## config.mk

```make
export PLATFORM = sky130hd
export DESIGN_NAME = xadc_temp_sampler_flat
export DESIGN_NICKNAME = d
export VERILOG_FILES = /design/src/rtl/xadc_temp_sampler_if.sv /design/src/rtl/xadc_temp_sampler.sv /design/src/flat_wrapper.sv
export SDC_FILE = /design/constraint.sdc
export NUM_CORES = 1
export LEC_CHECK = 0
export ABC_AREA = 1
export CORE_MARGIN = 1.5
export CORE_UTILIZATION = 30
export DETAILED_ROUTE_END_ITERATION = 12
export GPL_TIMING_DRIVEN = 0
export PLACE_DENSITY_LB_ADDON = 0.25
export SLEW_MARGIN = 10
export SYNTH_ARGS = -nofsm -noshare
export SYNTH_HDL_FRONTEND = slang
export SYNTH_SLANG_ARGS = --single-unit
```

## constraint.sdc

```tcl
create_clock -name clk_100mhz -period 2 [get_ports clk_100mhz]
set_input_delay 0.2 -clock clk_100mhz [delete_from_list [all_inputs] [get_ports clk_100mhz]]
set_output_delay 0.2 -clock clk_100mhz [all_outputs]
set_load 0.005 [all_outputs]
```

## src/rtl/xadc_temp_sampler_if.sv

```systemverilog
// DRP read port and averaged-sample outputs of the XADC temperature sampler.
// master = sampler side, slave = XADC/consumer side.
interface xadc_temp_sampler_if;
  logic        drp_den;
  logic        drp_dwe;
  logic [6:0]  drp_daddr;
  logic [15:0] drp_di;
  logic [15:0] drp_do;
  logic        drp_drdy;
  logic [15:0] sample_q15;
  logic        sample_vld;
  logic [11:0] raw_code_dbg;
  logic        timeout_err;
  logic        overrun_err;

  modport master (
    output drp_den, drp_dwe, drp_daddr, drp_di,
    output sample_q15, sample_vld, raw_code_dbg, timeout_err, overrun_err,
    input  drp_do, drp_drdy
  );

  modport slave (
    input  drp_den, drp_dwe, drp_daddr, drp_di,
    input  sample_q15, sample_vld, raw_code_dbg, timeout_err, overrun_err,
    output drp_do, drp_drdy
  );
endinterface

```

## src/rtl/xadc_temp_sampler.sv

```systemverilog
// Periodic DRP reads of the XADC temperature channel, box-car averaged and scaled to Q1.15.
// sample_vld two cycles after the final drdy; no backpressure, overrun and timeout flagged sticky.
module xadc_temp_sampler #(
  parameter logic [6:0]         DRP_ADDR    = 7'h13,
  parameter int unsigned        SAMPLE_DIV  = 100_000,
  parameter int unsigned        AVG_LOG2    = 4,
  parameter logic [15:0]        SCALE_Q8    = 16'd2048,
  parameter logic signed [15:0] OFFSET_Q15  = 16'sd0,
  parameter int unsigned        DRP_TIMEOUT = 64
) (
  input logic                 clk_100mhz,
  input logic                 rst,
  xadc_temp_sampler_if.master bus
);
  localparam int DIV_W = (SAMPLE_DIV > 1) ? $clog2(SAMPLE_DIV) : 1;
  localparam int TMO_W = (DRP_TIMEOUT > 1) ? $clog2(DRP_TIMEOUT) : 1;
  localparam int ACC_W = 12 + AVG_LOG2;
  localparam int CNT_W = (AVG_LOG2 > 0) ? AVG_LOG2 : 1;

  localparam logic [DIV_W-1:0] DIV_LAST = DIV_W'(SAMPLE_DIV - 1);
  localparam logic [TMO_W-1:0] TMO_LAST = TMO_W'(DRP_TIMEOUT - 1);
  localparam logic [CNT_W-1:0] CNT_LAST = CNT_W'((1 << AVG_LOG2) - 1);

  typedef enum logic [2:0] {S_IDLE, S_REQ, S_WAIT, S_ACCUM, S_SCALE} state_t;

  state_t           state_q;
  logic [DIV_W-1:0] div_q, div_d;
  logic [TMO_W-1:0] tmo_q;
  logic [11:0]      code_q;
  logic [11:0]      raw_code_q;
  logic [ACC_W-1:0] acc_q;
  logic [CNT_W-1:0] cnt_q;
  logic             den_q, vld_q, timeout_err_q, overrun_err_q;
  logic [15:0]      sample_q;

  logic               trig;
  logic [11:0]        mean;
  logic [27:0]        prod;
  logic signed [20:0] scaled;
  logic [15:0]        sample_d;
  logic               unused_bits;

  // Free-running divider; never stalled by the FSM.
  assign trig  = (div_q == DIV_LAST);
  assign div_d = trig ? '0 : div_q + DIV_W'(1);

  always_ff @(posedge clk_100mhz) begin
    if (rst) div_q <= '0;
    else     div_q <= div_d;
  end

  always_comb begin
    mean     = acc_q[ACC_W-1:AVG_LOG2];
    prod     = {16'd0, mean} * {12'd0, SCALE_Q8};
    scaled   = $signed({1'b0, prod[27:8]}) + $signed({{5{OFFSET_Q15[15]}}, OFFSET_Q15});
    sample_d = scaled[15:0];
    if (scaled < 0)                sample_d = 16'h0000;
    else if (scaled > 21'sd32767)  sample_d = 16'h7FFF;
  end

  always_ff @(posedge clk_100mhz) begin
    if (rst) begin
      state_q       <= S_IDLE;
      tmo_q         <= '0;
      code_q        <= '0;
      raw_code_q    <= '0;
      acc_q         <= '0;
      cnt_q         <= '0;
      den_q         <= 1'b0;
      vld_q         <= 1'b0;
      timeout_err_q <= 1'b0;
      overrun_err_q <= 1'b0;
      sample_q      <= '0;
    end else begin
      den_q <= 1'b0;
      vld_q <= 1'b0;
      if (trig && state_q != S_IDLE) overrun_err_q <= 1'b1;
      case (state_q)
        S_IDLE: begin
          if (trig) begin
            state_q <= S_REQ;
            den_q   <= 1'b1;
          end
        end
        S_REQ: begin
          state_q <= S_WAIT;
          tmo_q   <= '0;
        end
        S_WAIT: begin
          // drdy takes priority over an expiring timeout in the same cycle
          if (bus.drp_drdy) begin
            code_q     <= bus.drp_do[15:4];
            raw_code_q <= bus.drp_do[15:4];
            state_q    <= S_ACCUM;
          end else if (tmo_q == TMO_LAST) begin
            timeout_err_q <= 1'b1;
            state_q       <= S_IDLE;
          end else begin
            tmo_q <= tmo_q + TMO_W'(1);
          end
        end
        S_ACCUM: begin
          acc_q   <= acc_q + ACC_W'(code_q);
          cnt_q   <= cnt_q + CNT_W'(1);
          state_q <= (cnt_q == CNT_LAST) ? S_SCALE : S_IDLE;
        end
        S_SCALE: begin
          sample_q <= sample_d;
          vld_q    <= 1'b1;
          acc_q    <= '0;
          cnt_q    <= '0;
          state_q  <= S_IDLE;
        end
        default: state_q <= S_IDLE;
      endcase
    end
  end

  assign bus.drp_den      = den_q;
  assign bus.drp_dwe      = 1'b0;
  assign bus.drp_daddr    = DRP_ADDR;
  assign bus.drp_di       = 16'h0000;
  assign bus.sample_q15   = sample_q;
  assign bus.sample_vld   = vld_q;
  assign bus.raw_code_dbg = raw_code_q;
  assign bus.timeout_err  = timeout_err_q;
  assign bus.overrun_err  = overrun_err_q;

  assign unused_bits = ^{bus.drp_do[3:0], prod[7:0]};
endmodule

```

## src/flat_wrapper.sv

```systemverilog
// flat-port wrapper written by rule: the top's interface ports become plain ports
module xadc_temp_sampler_flat 
#(
  parameter logic [6:0]         DRP_ADDR    = 7'h13,
  parameter int unsigned        SAMPLE_DIV  = 100_000,
  parameter int unsigned        AVG_LOG2    = 4,
  parameter logic [15:0]        SCALE_Q8    = 16'd2048,
  parameter logic signed [15:0] OFFSET_Q15  = 16'sd0,
  parameter int unsigned        DRP_TIMEOUT = 64
)
  (clk_100mhz, rst, bus_drp_den, bus_drp_dwe, bus_drp_daddr, bus_drp_di, bus_sample_q15, bus_sample_vld, bus_raw_code_dbg, bus_timeout_err, bus_overrun_err, bus_drp_do, bus_drp_drdy);
  xadc_temp_sampler_if bus_i ();
  input logic clk_100mhz;
  input logic rst;
  output wire logic [$bits(bus_i.drp_den)-1:0] bus_drp_den;
  output wire logic [$bits(bus_i.drp_dwe)-1:0] bus_drp_dwe;
  output wire logic [$bits(bus_i.drp_daddr)-1:0] bus_drp_daddr;
  output wire logic [$bits(bus_i.drp_di)-1:0] bus_drp_di;
  output wire logic [$bits(bus_i.sample_q15)-1:0] bus_sample_q15;
  output wire logic [$bits(bus_i.sample_vld)-1:0] bus_sample_vld;
  output wire logic [$bits(bus_i.raw_code_dbg)-1:0] bus_raw_code_dbg;
  output wire logic [$bits(bus_i.timeout_err)-1:0] bus_timeout_err;
  output wire logic [$bits(bus_i.overrun_err)-1:0] bus_overrun_err;
  input wire logic [$bits(bus_i.drp_do)-1:0] bus_drp_do;
  input wire logic [$bits(bus_i.drp_drdy)-1:0] bus_drp_drdy;
  assign bus_drp_den = bus_i.drp_den;
  assign bus_drp_dwe = bus_i.drp_dwe;
  assign bus_drp_daddr = bus_i.drp_daddr;
  assign bus_drp_di = bus_i.drp_di;
  assign bus_sample_q15 = bus_i.sample_q15;
  assign bus_sample_vld = bus_i.sample_vld;
  assign bus_raw_code_dbg = bus_i.raw_code_dbg;
  assign bus_timeout_err = bus_i.timeout_err;
  assign bus_overrun_err = bus_i.overrun_err;
  assign bus_i.drp_do = bus_drp_do;
  assign bus_i.drp_drdy = bus_drp_drdy;
  xadc_temp_sampler #(.DRP_ADDR(DRP_ADDR), .SAMPLE_DIV(SAMPLE_DIV), .AVG_LOG2(AVG_LOG2), .SCALE_Q8(SCALE_Q8), .OFFSET_Q15(OFFSET_Q15), .DRP_TIMEOUT(DRP_TIMEOUT)) u_core (.clk_100mhz(clk_100mhz), .rst(rst), .bus(bus_i));
endmodule
```

==> qor.txt <==
================================================================================
CTS tree                                                                   built
Number of nets with antenna violations after routing                           0
CTS Root Cell                                                          clkbuf_16
Critical setup path kind                                                 reg2reg
Final routed wire length divided by cell count                          11.85 µm
Worst IR Drop VDD                                                      0.5252 mV
Library cell with the largest summed area after synthesis                dfxtp_1
F_max                                                                 0.5410 GHz
Clock latency reported for the late side of the worst-skew pair          0.34 ns
Antenna violations before repair                                               0
Post-route clock skew                                                0.008619 ns
Via total after detailed routing                                            3639
Yosys warnings                                                                 0
DIE AREA                                                               13850 µm²
Critical path data required time                                         2.24 ns
Fraction of synthesized cell area taken by the top area cell type         37.55%
Post-route fraction of the period consumed by the critical path           92.42%
Width of the die                                                        117.7 µm
Crit path time final                                                    1.848 ns
Initial core utilization                                                  31.01%
Ys async rst share                                                            0%
Destination of the worst register-to-register timing path           u_core.acc_q[14]$_SDFFE_PP0P_
GRT Residual Overflow                                                          0
Final-report setup violation count                                             0
Remaining design rule violation count                                          0
DP Worst Slack                                                        0.02327 ns
Wire length of the first global-routing pass                            16380 µm
Placer's final routability congestion estimate                            0.8968
Hold WC Path Type                                                        reg2reg
Rows                                                                          41
Area of the mapped netlist                                              3945 µm²
Final Hold Violating Endpoints                                                 0
Sum of routed wire length over all layers                                9743 µm
Max Fanout on Critical Path                                                    4
Number of cells on the worst hold path                                         1
Proportion of layout cells with a drive suffix above 1                    11.69%
Number of enable-type register cells in the synthesized netlist                0
Post-synthesis sequential area ratio                                      37.55%
Pre-antenna DRT Iters                                                          4
Pin count of the biggest net entering global routing                          15
WHS                                                                    0.4625 ns
Launching point of the worst reg2reg path                           u_core.code_q[0]$_SDFFE_PP0P_
Sink of the worst hold path                                         u_core.div_q[0]$_SDFF_PP0_
FF+latch count, synth                                                         74
Count of distinct cell types in the synthesized netlist                       37
Number of global-route vias before repair                                   3500
Areal power density over the cells                                  691.4 nW/µm²
Top post-synthesis cells by area                                    dfxtp_1 (38%), nand2_1 (11%), nor2_1 (9.2%), buf_4 (5.9%), a21oi_1 (5.1%)
Via/cell ratio                                                             4.427
Clock transition at the registers of the reported paths                  0.06 ns
Startpoint of the worst hold path                                   u_core.div_q[0]$_SDFF_PP0_
Pwr Total                                                               3.464 mW
DR iter-0 viols                                                              180
Type of origin of the critical path                                     register
H-tree lvl count                                                               3
DIE HEIGHT                                                              117.7 µm
Max Buffers Root-to-Sink                                                       2
Floorplan core area                                                    12720 µm²
Most instantiated flip-flop cell in the synthesis netlist                dfxtp_1
Static Leak                                                             2.185 nW
Port-buffer cells                                                             42
CTS buffer count                                                               9
Mean instance size in the synthesized netlist                          6.982 µm²
Number of standard cells in the layout, taps in and fillers out              822
Worst Max-Slew Pin Slew                                                0.5337 ns
Post-Syn Instances                                                           565
Sinks on Clock Net                                                            74
Worst setup slack for register-to-register paths                         0.15 ns
Critical Path End Type                                                  register
Dominant cell by count in the synthesized netlist                        nand2_1
Total routing usage reported by global routing                            14.74%
Count of maximum capacitance violations                                        0
Worst-case headroom to the max-slew limit                                 64.42%
Arrival time reported for the critical path endpoint                     2.08 ns
Layout net count                                                             680
Cell types with the highest counts after synthesis                  nand2_1 (120), nor2_1 (97), dfxtp_1 (74), inv_1 (51), a21oi_1 (40)
Synth-to-Final Area Change                                                26.99%
Outcome                                                             finished, final reports clean
Number of max-slew violations in the final report                              0
Number of ports placed on the die boundary                                    75
N_diodes                                                                       0
Detailed Place HPWL                                                      7713 µm
Final setup margin                                                     0.1517 ns
Number of cells in the design after placement                                805
Worst reg2reg path depth                                                      10
================================================================================
-- registers in the layout (all words and copies together), names as in the netlist --
| register | count |
|---|---|
| u_core.state_q | 3 |
| u_core.bus.drp_den | 1 |
| u_core.bus.sample_q15 | 12 |
| u_core.bus.sample_vld | 1 |
| u_core.bus.timeout_err | 1 |
| u_core.cnt_q | 4 |
| u_core.tmo_q | 6 |
| u_core.acc_q | 16 |
| u_core.bus.overrun_err | 1 |
| u_core.div_q | 17 |
| u_core.code_q | 12 |
-- stage by stage --
step / cell area, µm² / utilization, % / setup TNS (ns)
5_1_grt: 5010 / 39.38 / -0.002457
3_5_place_dp: 4678 / 36.77 / 0
3_3_place_gp: 4678 / 36.77 / 0
4_1_cts: 4995 / 39.26 / 0
2_1_floorplan: 4043 / - / 0
6_report: 5010 / 39.38 / 0
-- worst max path at each step --
stage | end | startpoint | slack (ns)
after CTS | u_core.acc_q[14]$_SDFFE_PP0P_ | u_core.code_q[0]$_SDFFE_PP0P_ | 0.06
after global routing | u_core.acc_q[12]$_SDFFE_PP0P_ | u_core.code_q[0]$_SDFFE_PP0P_ | -0.002
after floorplan | u_core.acc_q[14]$_SDFFE_PP0P_ | u_core.code_q[0]$_SDFFE_PP0P_ | 0.31
after global placement | u_core.acc_q[14]$_SDFFE_PP0P_ | u_core.code_q[0]$_SDFFE_PP0P_ | 0.04
after detailed placement | u_core.acc_q[14]$_SDFFE_PP0P_ | u_core.code_q[0]$_SDFFE_PP0P_ | 0.02
final | u_core.acc_q[14]$_SDFFE_PP0P_ | u_core.code_q[0]$_SDFFE_PP0P_ | 0.15
-- kinds of logic (layout without fill, tap and decap cells) --
| group | Yosys count | count (layout) | synth area share (%) |
|---|---|---|---|
| xor gates and xnor gates | 9 | 9 | 1.998 |
| adders and majority gates | 16 | 16 | 5.265 |
| AOI/OAI and AO/OA | 84 | 84 | 11.26 |
| and+or+nand+nor | 283 | 283 | 31.40 |
| other | 2 | 28 | 0.1904 |
| buffers and inverters | 97 | 156 | 12.34 |
| DFF | 74 | 74 | 37.55 |
-- cell usage in the layout (no fill, tap or decap), drive strengths merged, types with 3 or more instances in the layout --
master         count
nor3               7
nand2            127
ha                15
dfxtp             74
conb              28
buf               37
nor3b              3
nand3             34
or2                3
a21oi             40
clkbuf            16
inv               56
xor2               6
a21o               3
xnor2              3
o21ai             35
clkinv             3
clkdlybuf4s50     42
nand4              6
nor2             101
-- per-layer routing --
metal	routed length [µm]	track usage, %	part of all wire [%]	vias up
met4	197	4.345	2.0	0
li1	-	-	-	1910
met5	0	0	0	-
met1	4438	18.23	46	1627
met3	578	5.039	5.9	15
met2	4527	24.23	46	87
-- critical path, stage by stage (launching register included) --
cell,delay (ns)
dfxtp_1,0.34
ha_2,0.23
fa_2,0.38
nand3_1,0.11
nand3_2,0.10
nand2_1,0.08
nand2_1,0.11
nand3_1,0.12
nand2_1,0.08
a21oi_1,0.14
nor2_1,0.06
-- power breakdown --
group	leakage (nW)	switching, mW	internal (mW)
clock	0.151	0.675	1.01
combinational	1.44	0.134	0.121
sequential	0.597	0.0237	1.50
total	2.19	0.832	2.63
-- timing repair --
action | CTS | global route
hold buffers | 0 | 0
buffers inserted | 0 | 1
pin swaps | 0 | 1
resized for setup | 1 | 2
endpoints found under the setup margin | 1 | 3
-- cell type report --
class | instances | area, µm²
well taps | 172 | 215.2
clock inverters | 6 | 75.07
inverters | 55 | 206.4
flip-flops and latches | 74 | 1481
clock buffers | 10 | 239.0
fillers | 1330 | 7712
repair buffers | 43 | 427.9
plain buffers | 42 | 280.3
multi-input cells | 420 | 2085
Note: power is estimated with default switching activity, not from simulation.
